## config.mk

```make
export PLATFORM = sky130hd
export DESIGN_NAME = conv_input_interface_flat
export DESIGN_NICKNAME = d
export VERILOG_FILES = /design/src/rtl/conv_kernel_param.sv /design/src/rtl/conv_input_interface_if.sv /design/src/rtl/conv_line_buffer.sv /design/src/rtl/conv_input_interface.sv /design/src/flat_wrapper.sv
export SDC_FILE = /design/constraint.sdc
export NUM_CORES = 1
export LEC_CHECK = 0
export ABC_CLOCK_PERIOD_IN_PS = 10150
export CAP_MARGIN = 20
export CORE_UTILIZATION = 40
export CTS_CLUSTER_SIZE = 10
export DETAILED_ROUTE_END_ITERATION = 7
export SLEW_MARGIN = 40
export SYNTH_ARGS = -nofsm -noshare
export SYNTH_HDL_FRONTEND = slang
export SYNTH_SLANG_ARGS = --single-unit
```

## constraint.sdc

```tcl
create_clock -name clk -period 10.15 [get_ports clk]
set_input_delay 2.03 -clock clk [delete_from_list [all_inputs] [get_ports clk]]
set_output_delay 2.03 -clock clk [all_outputs]
set_load 0.01 [all_outputs]
```

## src/rtl/conv_kernel_param.sv

```systemverilog
// Shared encodings for the conv layer controller handshake and input-stage FSM.
package conv_kernel_param;

  localparam int unsigned CMD_WIDTH = 2;
  localparam int unsigned ACK_WIDTH = 2;

  typedef enum logic [CMD_WIDTH-1:0] {
    CMD_IDLE  = 2'd0,
    CMD_LOAD  = 2'd1,
    CMD_SHIFT = 2'd2,
    CMD_RSVD  = 2'd3
  } cmd_e;

  typedef enum logic [ACK_WIDTH-1:0] {
    ACK_IDLE      = 2'd0,
    ACK_LOAD_FIN  = 2'd1,
    ACK_SHIFT_FIN = 2'd2
  } ack_e;

  typedef enum logic [2:0] {
    ST_IDLE      = 3'd0,
    ST_LOAD_RD   = 3'd1,
    ST_LOAD_WAIT = 3'd2,
    ST_LOAD_ACK  = 3'd3,
    ST_SHIFT     = 3'd4
  } in_state_e;

  // Pixels per image row (and rows per image) for a valid-convolution array.
  function automatic int unsigned image_size(input int unsigned array_size,
                                             input int unsigned kernel_size);
    return array_size + kernel_size - 1;
  endfunction

endpackage

```

## src/rtl/conv_input_interface_if.sv

```systemverilog
// Command/ack handshake, image-memory read port and window output of the conv input stage.
interface conv_input_interface_if #(
  parameter int unsigned KERNEL_SIZE = 2,
  parameter int unsigned ARRAY_WIDTH = 3,
  parameter int unsigned DATA_WIDTH  = 16,
  parameter int unsigned ADDR_WIDTH  = 6
) ();

  localparam int unsigned WIN_WIDTH = KERNEL_SIZE * KERNEL_SIZE * DATA_WIDTH;

  logic [1:0]             cmd;
  logic [1:0]             ack;
  logic                   mem_rd_en;
  logic [ADDR_WIDTH-1:0]  mem_rd_addr;
  logic [DATA_WIDTH-1:0]  mem_rd_data;
  logic [WIN_WIDTH-1:0]   window_data;
  logic                   window_valid;
  logic [ARRAY_WIDTH-1:0] col_idx;

  // Controller plus image memory side.
  modport master (
    output cmd,
    output mem_rd_data,
    input  ack,
    input  mem_rd_en,
    input  mem_rd_addr,
    input  window_data,
    input  window_valid,
    input  col_idx
  );

  // Input stage side.
  modport slave (
    input  cmd,
    input  mem_rd_data,
    output ack,
    output mem_rd_en,
    output mem_rd_addr,
    output window_data,
    output window_valid,
    output col_idx
  );

endinterface

```

## src/rtl/conv_line_buffer.sv

```systemverilog
// KERNEL_SIZE x IMAGE_SIZE pixel line buffer; row 0 is the oldest row.
// Rotate discards the oldest row and clears the newest slot for the incoming load.
module conv_line_buffer #(
  parameter int unsigned KERNEL_SIZE = 2,
  parameter int unsigned IMAGE_SIZE  = 7,
  parameter int unsigned DATA_WIDTH  = 16,
  parameter int unsigned COL_WIDTH   = 3,
  parameter int unsigned IDX_WIDTH   = 3
) (
  input  logic                                       clk,
  input  logic                                       rst,
  input  logic                                       rotate,
  input  logic                                       wr_en,
  input  logic [IDX_WIDTH-1:0]                       wr_idx,
  input  logic [DATA_WIDTH-1:0]                      wr_data,
  input  logic [COL_WIDTH-1:0]                       rd_col,
  output logic [KERNEL_SIZE*KERNEL_SIZE*DATA_WIDTH-1:0] rd_window
);

  logic [DATA_WIDTH-1:0] rows_q [KERNEL_SIZE][IMAGE_SIZE];

  // Rotation and writes never overlap: writes only follow the rotate by at least two cycles.
  always_ff @(posedge clk) begin
    if (rst) begin
      for (int r = 0; r < int'(KERNEL_SIZE); r++) begin
        for (int c = 0; c < int'(IMAGE_SIZE); c++) begin
          rows_q[r][c] <= '0;
        end
      end
    end else if (rotate) begin
      for (int r = 0; r < int'(KERNEL_SIZE) - 1; r++) begin
        for (int c = 0; c < int'(IMAGE_SIZE); c++) begin
          rows_q[r][c] <= rows_q[r+1][c];
        end
      end
      for (int c = 0; c < int'(IMAGE_SIZE); c++) begin
        rows_q[KERNEL_SIZE-1][c] <= '0;
      end
    end else if (wr_en) begin
      rows_q[KERNEL_SIZE-1][wr_idx] <= wr_data;
    end
  end

  // Window element (r,c) comes from column rd_col+c of buffered row r.
  always_comb begin
    rd_window = '0;
    for (int r = 0; r < int'(KERNEL_SIZE); r++) begin
      for (int c = 0; c < int'(KERNEL_SIZE); c++) begin
        rd_window[(r*int'(KERNEL_SIZE)+c)*int'(DATA_WIDTH) +: DATA_WIDTH] =
          rows_q[r][IDX_WIDTH'(int'(rd_col) + c)];
      end
    end
  end

endmodule

```

## src/rtl/conv_input_interface.sv

```systemverilog
// Conv layer input stage: loads image rows into the line buffer and emits one window per shift.
// Optional CONV_INPUT_CMD_ERR_EN adds a sticky cmd_err flag for out-of-protocol commands.
module conv_input_interface
  import conv_kernel_param::*;
#(
  parameter int unsigned KERNEL_SIZE = 2,
  parameter int unsigned ARRAY_SIZE  = 6,
  parameter int unsigned ARRAY_WIDTH = 3,
  parameter int unsigned DATA_WIDTH  = 16,
  parameter int unsigned ADDR_WIDTH  = 6
) (
  input  logic                   clk,
  input  logic                   rst,
  conv_input_interface_if.slave  bus
`ifdef CONV_INPUT_CMD_ERR_EN
  ,
  output logic                   cmd_err
`endif
);

  localparam int unsigned IMAGE_SIZE = image_size(ARRAY_SIZE, KERNEL_SIZE);
  localparam int unsigned IDX_WIDTH  = $clog2(IMAGE_SIZE);
  localparam int unsigned WIN_WIDTH  = KERNEL_SIZE * KERNEL_SIZE * DATA_WIDTH;

  in_state_e              state_q, state_n;
  logic [IDX_WIDTH-1:0]   rd_idx_q, rd_idx_n;
  logic [IDX_WIDTH-1:0]   row_ptr_q, row_ptr_n;
  logic [ARRAY_WIDTH-1:0] col_ptr_q, col_ptr_n;
  logic [ARRAY_WIDTH-1:0] col_idx_q, col_idx_n;
  ack_e                   ack_q, ack_n;
  logic                   mem_rd_en_q, mem_rd_en_n;
  logic [ADDR_WIDTH-1:0]  mem_rd_addr_q, mem_rd_addr_n;
  logic [WIN_WIDTH-1:0]   window_q, window_n;
  logic                   window_valid_q, window_valid_n;
  logic                   wr_vld_q;
  logic [IDX_WIDTH-1:0]   wr_idx_q;
  logic                   rotate_c;
  logic [WIN_WIDTH-1:0]   win_c;

  conv_line_buffer #(
    .KERNEL_SIZE (KERNEL_SIZE),
    .IMAGE_SIZE  (IMAGE_SIZE),
    .DATA_WIDTH  (DATA_WIDTH),
    .COL_WIDTH   (ARRAY_WIDTH),
    .IDX_WIDTH   (IDX_WIDTH)
  ) u_line_buffer (
    .clk       (clk),
    .rst       (rst),
    .rotate    (rotate_c),
    .wr_en     (wr_vld_q),
    .wr_idx    (wr_idx_q),
    .wr_data   (bus.mem_rd_data),
    .rd_col    (col_ptr_q),
    .rd_window (win_c)
  );

  // State and output registers; read data trails the strobe by one cycle.
  always_ff @(posedge clk) begin
    if (rst) begin
      state_q        <= ST_IDLE;
      rd_idx_q       <= '0;
      row_ptr_q      <= '0;
      col_ptr_q      <= '0;
      col_idx_q      <= '0;
      ack_q          <= ACK_IDLE;
      mem_rd_en_q    <= 1'b0;
      mem_rd_addr_q  <= '0;
      window_q       <= '0;
      window_valid_q <= 1'b0;
      wr_vld_q       <= 1'b0;
      wr_idx_q       <= '0;
    end else begin
      state_q        <= state_n;
      rd_idx_q       <= rd_idx_n;
      row_ptr_q      <= row_ptr_n;
      col_ptr_q      <= col_ptr_n;
      col_idx_q      <= col_idx_n;
      ack_q          <= ack_n;
      mem_rd_en_q    <= mem_rd_en_n;
      mem_rd_addr_q  <= mem_rd_addr_n;
      window_q       <= window_n;
      window_valid_q <= window_valid_n;
      wr_vld_q       <= mem_rd_en_q;
      wr_idx_q       <= rd_idx_q;
    end
  end

  // Next state and next registered outputs.
  always_comb begin
    state_n        = state_q;
    rd_idx_n       = rd_idx_q;
    row_ptr_n      = row_ptr_q;
    col_ptr_n      = col_ptr_q;
    col_idx_n      = col_idx_q;
    ack_n          = ACK_IDLE;
    mem_rd_en_n    = 1'b0;
    mem_rd_addr_n  = mem_rd_addr_q;
    window_n       = window_q;
    window_valid_n = 1'b0;
    rotate_c       = 1'b0;

    unique case (state_q)
      ST_IDLE: begin
        case (cmd_e'(bus.cmd))
          CMD_LOAD: begin
            state_n       = ST_LOAD_RD;
            rotate_c      = 1'b1;
            rd_idx_n      = '0;
            mem_rd_en_n   = 1'b1;
            mem_rd_addr_n = ADDR_WIDTH'(32'(row_ptr_q) * IMAGE_SIZE);
          end
          CMD_SHIFT: begin
            state_n        = ST_SHIFT;
            ack_n          = ACK_SHIFT_FIN;
            window_valid_n = 1'b1;
            window_n       = win_c;
            col_idx_n      = col_ptr_q;
            col_ptr_n      = (col_ptr_q == ARRAY_WIDTH'(ARRAY_SIZE - 1)) ?
                             '0 : col_ptr_q + ARRAY_WIDTH'(1);
          end
          default: ;
        endcase
      end
      ST_LOAD_RD: begin
        if (rd_idx_q == IDX_WIDTH'(IMAGE_SIZE - 1)) begin
          state_n = ST_LOAD_WAIT;
        end else begin
          rd_idx_n      = rd_idx_q + IDX_WIDTH'(1);
          mem_rd_en_n   = 1'b1;
          mem_rd_addr_n = mem_rd_addr_q + ADDR_WIDTH'(1);
        end
      end
      ST_LOAD_WAIT: begin
        state_n   = ST_LOAD_ACK;
        ack_n     = ACK_LOAD_FIN;
        col_idx_n = '0;
        col_ptr_n = '0;
        row_ptr_n = (row_ptr_q == IDX_WIDTH'(IMAGE_SIZE - 1)) ?
                    '0 : row_ptr_q + IDX_WIDTH'(1);
      end
      ST_LOAD_ACK: state_n = ST_IDLE;
      ST_SHIFT:    state_n = ST_IDLE;
      default:     state_n = ST_IDLE;
    endcase
  end

  assign bus.ack          = ack_q;
  assign bus.mem_rd_en    = mem_rd_en_q;
  assign bus.mem_rd_addr  = mem_rd_addr_q;
  assign bus.window_data  = window_q;
  assign bus.window_valid = window_valid_q;
  assign bus.col_idx      = col_idx_q;

`ifdef CONV_INPUT_CMD_ERR_EN
  logic cmd_err_q;

  // Sticky: a command arriving while busy, or the reserved encoding at any time.
  always_ff @(posedge clk) begin
    if (rst) begin
      cmd_err_q <= 1'b0;
    end else if (((state_q != ST_IDLE) && (cmd_e'(bus.cmd) != CMD_IDLE)) ||
                 (cmd_e'(bus.cmd) == CMD_RSVD)) begin
      cmd_err_q <= 1'b1;
    end
  end

  assign cmd_err = cmd_err_q;
`endif

endmodule

```

## src/flat_wrapper.sv

```systemverilog
// flat-port wrapper written by rule: the top's interface ports become plain ports
module conv_input_interface_flat import conv_kernel_param::*;
#(
  parameter int unsigned KERNEL_SIZE = 2,
  parameter int unsigned ARRAY_SIZE  = 6,
  parameter int unsigned ARRAY_WIDTH = 3,
  parameter int unsigned DATA_WIDTH  = 16,
  parameter int unsigned ADDR_WIDTH  = 6
)
  (clk, rst, bus_cmd, bus_mem_rd_data, bus_ack, bus_mem_rd_en, bus_mem_rd_addr, bus_window_data, bus_window_valid, bus_col_idx);
  conv_input_interface_if #(.KERNEL_SIZE(KERNEL_SIZE), .ARRAY_WIDTH(ARRAY_WIDTH), .DATA_WIDTH(DATA_WIDTH), .ADDR_WIDTH(ADDR_WIDTH)) bus_i ();
  input  logic clk;
  input  logic rst;
  input wire logic [$bits(bus_i.cmd)-1:0] bus_cmd;
  input wire logic [$bits(bus_i.mem_rd_data)-1:0] bus_mem_rd_data;
  output wire logic [$bits(bus_i.ack)-1:0] bus_ack;
  output wire logic [$bits(bus_i.mem_rd_en)-1:0] bus_mem_rd_en;
  output wire logic [$bits(bus_i.mem_rd_addr)-1:0] bus_mem_rd_addr;
  output wire logic [$bits(bus_i.window_data)-1:0] bus_window_data;
  output wire logic [$bits(bus_i.window_valid)-1:0] bus_window_valid;
  output wire logic [$bits(bus_i.col_idx)-1:0] bus_col_idx;
  assign bus_i.cmd = bus_cmd;
  assign bus_i.mem_rd_data = bus_mem_rd_data;
  assign bus_ack = bus_i.ack;
  assign bus_mem_rd_en = bus_i.mem_rd_en;
  assign bus_mem_rd_addr = bus_i.mem_rd_addr;
  assign bus_window_data = bus_i.window_data;
  assign bus_window_valid = bus_i.window_valid;
  assign bus_col_idx = bus_i.col_idx;
  conv_input_interface #(.KERNEL_SIZE(KERNEL_SIZE), .ARRAY_SIZE(ARRAY_SIZE), .ARRAY_WIDTH(ARRAY_WIDTH), .DATA_WIDTH(DATA_WIDTH), .ADDR_WIDTH(ADDR_WIDTH)) u_core (.clk(clk), .rst(rst), .bus(bus_i));
endmodule
```

Word-level counts from Yosys, hierarchy flattened --
Memories as Yosys holds them, arrays and structs flattened. Cells that the tools add are included.
Storage, ports and cells: memories kept 1, bits of input ports 20, RAM bits 224, word-level logic and storage cells 345, register bits 93, output and inout bits 77
Memory list:
- u_core.u_line_buffer.rows_q | depth 2, bits a word 112, rd ports 2, clocked after Yosys merged registers in 0, write ports 2, RTL line conv_line_buffer.sv:20 | logic [DATA_WIDTH-1:0] rows_q [KERNEL_SIZE][IMAGE_SIZE];
Cells by class: multiply operators 1, multiplexer cells 171, $lt $le $gt $ge 4, eq/ne operators 12, reductions and logical operators 9, add/subtract/negate cells 5, bitwise gates (word level) 130
Operators by type and width (number):
- $mux 16 | 23
- $bmux 16 s3 | 4
- $or 1x1->1 | 126
- $mux 1 | 124
- $mux 112 | 1
- $demux 16 s3 | 1
- $pmux 3 s2 | 4
- $mux 3 | 7
- $add 3x1->3 const B | 4
- $mux 6 | 2
- $pmux 6 s2 | 1
- $eq 3x3->1 const B | 3
- $pmux 3 s3 | 1
- $ge 3x4->1 const B | 2
- $add 6x1->6 const B | 1
- $mul 3x3->6 const B | 1
- $ne 2x2->1 const B | 3
- $not 3->3 | 2
- $reduce_and 2->1 | 3
- $ge 4x4->1 const B | 1
- $lt 4x1->1 const B | 1
- $not 3->4 | 1
- $pmux 2 s2 | 1
- $reduce_bool 2->1 | 2
- other kinds (13) | 13

Depth between registers and ports, before layout --
depth in word-level cells 8, mapped depth 11, gate-level depth less buffers 8

Cells and area by module --
Synthesis repeated with hierarchy kept, for this count alone.
Unflattened totals: cells, all modules 1338, area total of the unflattened synthesis 15635.0 um2
Modules (own cells, without submodules):
- conv_line_buffer | times used 1, cells each 899, area an instance 12054.1 um2
- conv_input_interface | times used 1, cells each 439, area an instance 3580.9 um2

Worst setup path before layout --
OpenSTA, ideal clock, no wires.
path kind input-to-reg, start point input port bus_cmd[1], end point memory u_core.u_line_buffer.rows_q[0][0] (netlist bit), enable pin, required time 9.683 ns, stages 6, slack 4.683 ns, data arrival time 5.000 ns, cell sequence inv_1 > ha_1 > nor4b_2 > nor2_1 > buf_2 > inv_1
RTL lines:
- start, declared | RTL line flat_wrapper.sv:14 | input wire logic [$bits(bus_i.cmd)-1:0] bus_cmd;
- end, declared | RTL line conv_line_buffer.sv:20

==> impl_metrics.env <==
export IMPL_run_status="finished clean"
export IMPL_finalCoreUtilization_pct=47.7
export IMPL_max_stage_delay_ns=0.58
export IMPL_synth_area_top_cells="sky130_fd_sc_hd__edfxtp_1, sky130_fd_sc_hd__dfxtp_1, sky130_fd_sc_hd__mux2i_1"
export IMPL_clock_fmax_ghz=0.234
export IMPL_crit_path_max_fanout=77
export IMPL_worst_path_max_delay_cell="sky130_fd_sc_hd__buf_6"
export IMPL_part_of_the_power_in_combinational_logic_pct=11.4
export IMPL_postSynthCellCount=1386
export IMPL_layout_cell_area_non_filler_sq_um=18000
export IMPL_cts_tree="done"
export IMPL_ant_nets=0
export IMPL_root_buffer="sky130_fd_sc_hd__clkbuf_16"
export IMPL_total_leakage_power_nw=6.49
export IMPL_wl_microns=44200
export IMPL_drc=0
export IMPL_sw_frac_of_total_pct=25.0
export IMPL_dp_final_hpwl_microns=25900
export IMPL_number_of_enable_flip_flop_cells_after_synthesis=224
export IMPL_timing_hold_violations_final=0
export IMPL_place_congestion=0.774
export IMPL_clkSinkCount=317
export IMPL_worstPathCellList="clkdlybuf4s50_1, ha_1, nor4b_2, nor2_2, inv_4, buf_6"
export IMPL_worst_slew_margin_rel_pct=44.3
export IMPL_grt_overflow_total=0
export IMPL_clockPowerShare_pct=40.4
export IMPL_syn_num_nets=1422
export IMPL_synth_async_reset_ratio_pct=0
export IMPL_drive_above_1_share_pct=8.65
export IMPL_fp_dieW_microns=198
export IMPL_floorplan_initialDensity_pct=40.8
export IMPL_worst_hold_path_num_cells=2
export IMPL_track_usage_pct=22.9
export IMPL_finalCriticalPeriod_ns=4.27
export IMPL_ys_types=45
export IMPL_critPathArrivalTime_ns=4.42
export IMPL_wl_per_cell_microns=22.3
export IMPL_power_ir_vdd_worst_mv=0.101
export IMPL_reg2reg_depth=7
export IMPL_io_pin_count=97
export IMPL_timing_final_crit_share_pct=42.1
export IMPL_netlist_area_sq_um=15400
export IMPL_worstHoldPathType="reg -> reg"
export IMPL_area_growth_syn_to_fin_pct=16.9
export IMPL_timing_max_cap_violations=0
export IMPL_finalSetupTns_ns=0
export IMPL_vias=11000
export IMPL_grt_setup_unrepaired="no"
export IMPL_floorplan_die_area_sq_um=39300
export IMPL_cts_resized=0
export IMPL_yosysSeqAreaShare_pct=55.7
export IMPL_core_area_sq_um=37800
export IMPL_iteration_0_drc_count_of_the_detailed_router=808
export IMPL_place_worst_setup_slack_ns=5.03
export IMPL_timing_clock_skew_ns=0.0129
export IMPL_cp_end_kind="flop"
export IMPL_ys_seq_elements=317
export IMPL_max_clock_path_buffers=3
export IMPL_setup_violations=0
export IMPL_post_dp_cell_area_sq_um=16800
export IMPL_numCtsBuffers=38
export IMPL_setup_slack_ns=5.88
export IMPL_buffer_ports_inserted=96
export IMPL_cp_start_kind="primary input"
export IMPL_p_per_area_nw_per_um2=177
export IMPL_yosysWarningCount=0
export IMPL_clk_transition_reported_paths_ns=0.05
export IMPL_power_net_switching_mw=0.796
export IMPL_maxSlewViolCount=0
export IMPL_num_rows=71
export IMPL_die_h_microns=198
export IMPL_setup_worst_path_class="in -> reg"
export IMPL_grt_pass1_vias=10700
export IMPL_syn_mean_instance_area_sq_um=11.1
export IMPL_yosys_area_top_type="sky130_fd_sc_hd__edfxtp_1"
export IMPL_grt_start_max_net_pins=113
export IMPL_number_of_iterations_in_the_first_detailed_routing_pass=5
export IMPL_postCtsSetupBuffers=0
export IMPL_ys_dominant_reg_cell="sky130_fd_sc_hd__edfxtp_1"
export IMPL_clock_h_tree_levels=2
export IMPL_area_fraction_of_the_dominant_cell_type_after_synthesis_pct=43.6
export IMPL_worst_skew_pair_late_latency_ns=0.52
export IMPL_critical_path_required_ns=10.29
export IMPL_num_antenna_cells=0
export IMPL_antenna_found_initial=0
export IMPL_first_pass_grt_wire_length_microns=66400
export IMPL_final_net_count=1475
export IMPL_post_drt_via_cell_ratio=5.55
export IMPL_p_int_mw=2.38
export IMPL_postCtsHoldBufs=0
export IMPL_share_seq_of_total_power_pct=48.2
export IMPL_actual_slew_at_the_worst_max_slew_pin_ns=0.836
final timing paths:
path / from / to / slack, ns
worst min-delay path: u_core.bus.window_data[47] / u_core.bus.window_data[47] / 0.45
worst min register to register: u_core.bus.window_data[47] / u_core.bus.window_data[47] / 0.45
worst max-delay path: bus_cmd[0] / u_core.u_line_buffer.rows_q[0][106] / 5.88
worst max register to register: u_core.col_ptr_q[1] / u_core.bus.window_data[5] / 7.03
Yosys cell counts (8+ instances only):
master / instances
sky130_fd_sc_hd__a211oi_1: 32
sky130_fd_sc_hd__a21oi_1: 50
sky130_fd_sc_hd__a221oi_1: 33
sky130_fd_sc_hd__a22oi_1: 37
sky130_fd_sc_hd__and2_1: 115
sky130_fd_sc_hd__buf_2: 46
sky130_fd_sc_hd__clkbuf_1: 51
sky130_fd_sc_hd__clkbuf_2: 8
sky130_fd_sc_hd__dfxtp_1: 93
sky130_fd_sc_hd__edfxtp_1: 224
sky130_fd_sc_hd__ha_1: 13
sky130_fd_sc_hd__inv_1: 43
sky130_fd_sc_hd__mux2_2: 34
sky130_fd_sc_hd__mux2i_1: 162
sky130_fd_sc_hd__nand2_1: 97
sky130_fd_sc_hd__nand2b_1: 20
sky130_fd_sc_hd__nand4_1: 33
sky130_fd_sc_hd__nor2_1: 166
sky130_fd_sc_hd__o21ai_0: 44
sky130_fd_sc_hd__o22a_1: 32
layer usage:
metal  part of all wire, %  GRT usage (%)  up-vias
li1                      -              -     5126
met1                    45           31.9     5425
met2                    45           35.9      360
met3                   6.7           4.53       71
met4                   2.4           6.63        0
met5                     0              0        -
final cells by class:
class / count / area, sq um
tap: 511 / 639
sequential: 317 / 8590
fill: 3497 / 19700
clock inverter: 1 / 3.75
multi-input combinational: 916 / 6250
timing repair buffer: 123 / 1200
inverter: 43 / 164
clock buffer: 69 / 1160
power groups by stage:
stage | Combinational, mW | Sequential [mW] | Clock (mW)
floorplan | 0.221 | 1.55 | 0
global placement | 0.355 | 1.56 | 0
detailed placement | 0.360 | 1.56 | 0
CTS | 0.362 | 1.53 | 1.30
global route | 0.393 | 1.54 | 1.35
finish | 0.362 | 1.53 | 1.29
critical path, delay by kind of cell:
| family | cells | cell delay, ns |
|---|---|---|
| adder cells (fa/ha/maj) | 1 | 0.23 |
| buffers and inverters | 3 | 1.48 |
| AND/OR/NAND/NOR | 2 | 0.57 |
layout by cell type (no fill, tap or decap), types with 3 or more instances in the layout:
master,instances
sky130_fd_sc_hd__nand3_1,4
sky130_fd_sc_hd__clkbuf_16,41
sky130_fd_sc_hd__nor2_2,4
sky130_fd_sc_hd__buf_6,4
sky130_fd_sc_hd__a21oi_1,50
sky130_fd_sc_hd__nand4b_1,3
sky130_fd_sc_hd__nand2_1,95
sky130_fd_sc_hd__inv_1,42
sky130_fd_sc_hd__a22oi_1,37
sky130_fd_sc_hd__xnor2_1,3
sky130_fd_sc_hd__ha_1,12
sky130_fd_sc_hd__clkdlybuf4s50_1,95
sky130_fd_sc_hd__nand2b_1,20
sky130_fd_sc_hd__nor2_1,163
sky130_fd_sc_hd__nor3_1,4
sky130_fd_sc_hd__a211oi_1,32
sky130_fd_sc_hd__o22a_1,32
sky130_fd_sc_hd__and2_1,114
sky130_fd_sc_hd__buf_4,22
sky130_fd_sc_hd__a221oi_1,33
sky130_fd_sc_hd__fa_1,3
sky130_fd_sc_hd__o21ai_1,5
sky130_fd_sc_hd__nand4_1,33
sky130_fd_sc_hd__o21ai_0,39
sky130_fd_sc_hd__dfxtp_1,92
sky130_fd_sc_hd__edfxtp_1,224
sky130_fd_sc_hd__nor2b_1,3
sky130_fd_sc_hd__clkbuf_1,25
sky130_fd_sc_hd__clkbuf_8,3
sky130_fd_sc_hd__mux2_2,34
sky130_fd_sc_hd__mux2i_1,162
per-stage QoR:
stage,hold slack [ns],cells,total power [mW]
after floorplan,0.466,1386,1.77
after detailed placement,0.446,1909,1.92
after global routing,0.471,1980,3.29
after global placement,0.440,1906,1.91
after CTS,0.452,1979,3.20
final,0.448,1980,3.18
logic make-up (layout without fill, tap and decap cells):
kind of cell	Yosys count	in the layout	share of synthesized area (%)
adders and majority gates	16	16	1.45
DFF	317	317	55.7
buffers and inverters	153	236	4.24
xor gates and xnor gates	5	5	0.284
and+or+nand+nor	459	459	14.6
muxes	196	196	13.0
AOI/OAI and AO/OA	240	240	10.7
registers in the layout, summed over array words and instances, names as in the netlist:
name / cells
u_core.wr_idx_q: 3
u_core.rd_idx_q: 3
u_core.bus.mem_rd_addr: 6
u_core.row_ptr_q: 3
u_core.col_ptr_q: 3
u_core.bus.col_idx: 3
u_core.state_q: 3
u_core.u_line_buffer.rows_q: 224
u_core.wr_vld_q: 1
u_core.bus.window_data: 64
u_core.bus.mem_rd_en: 1
u_core.bus.ack: 2
u_core.bus.window_valid: 1
No activity file was read; power rests on OpenSTA's default activity.
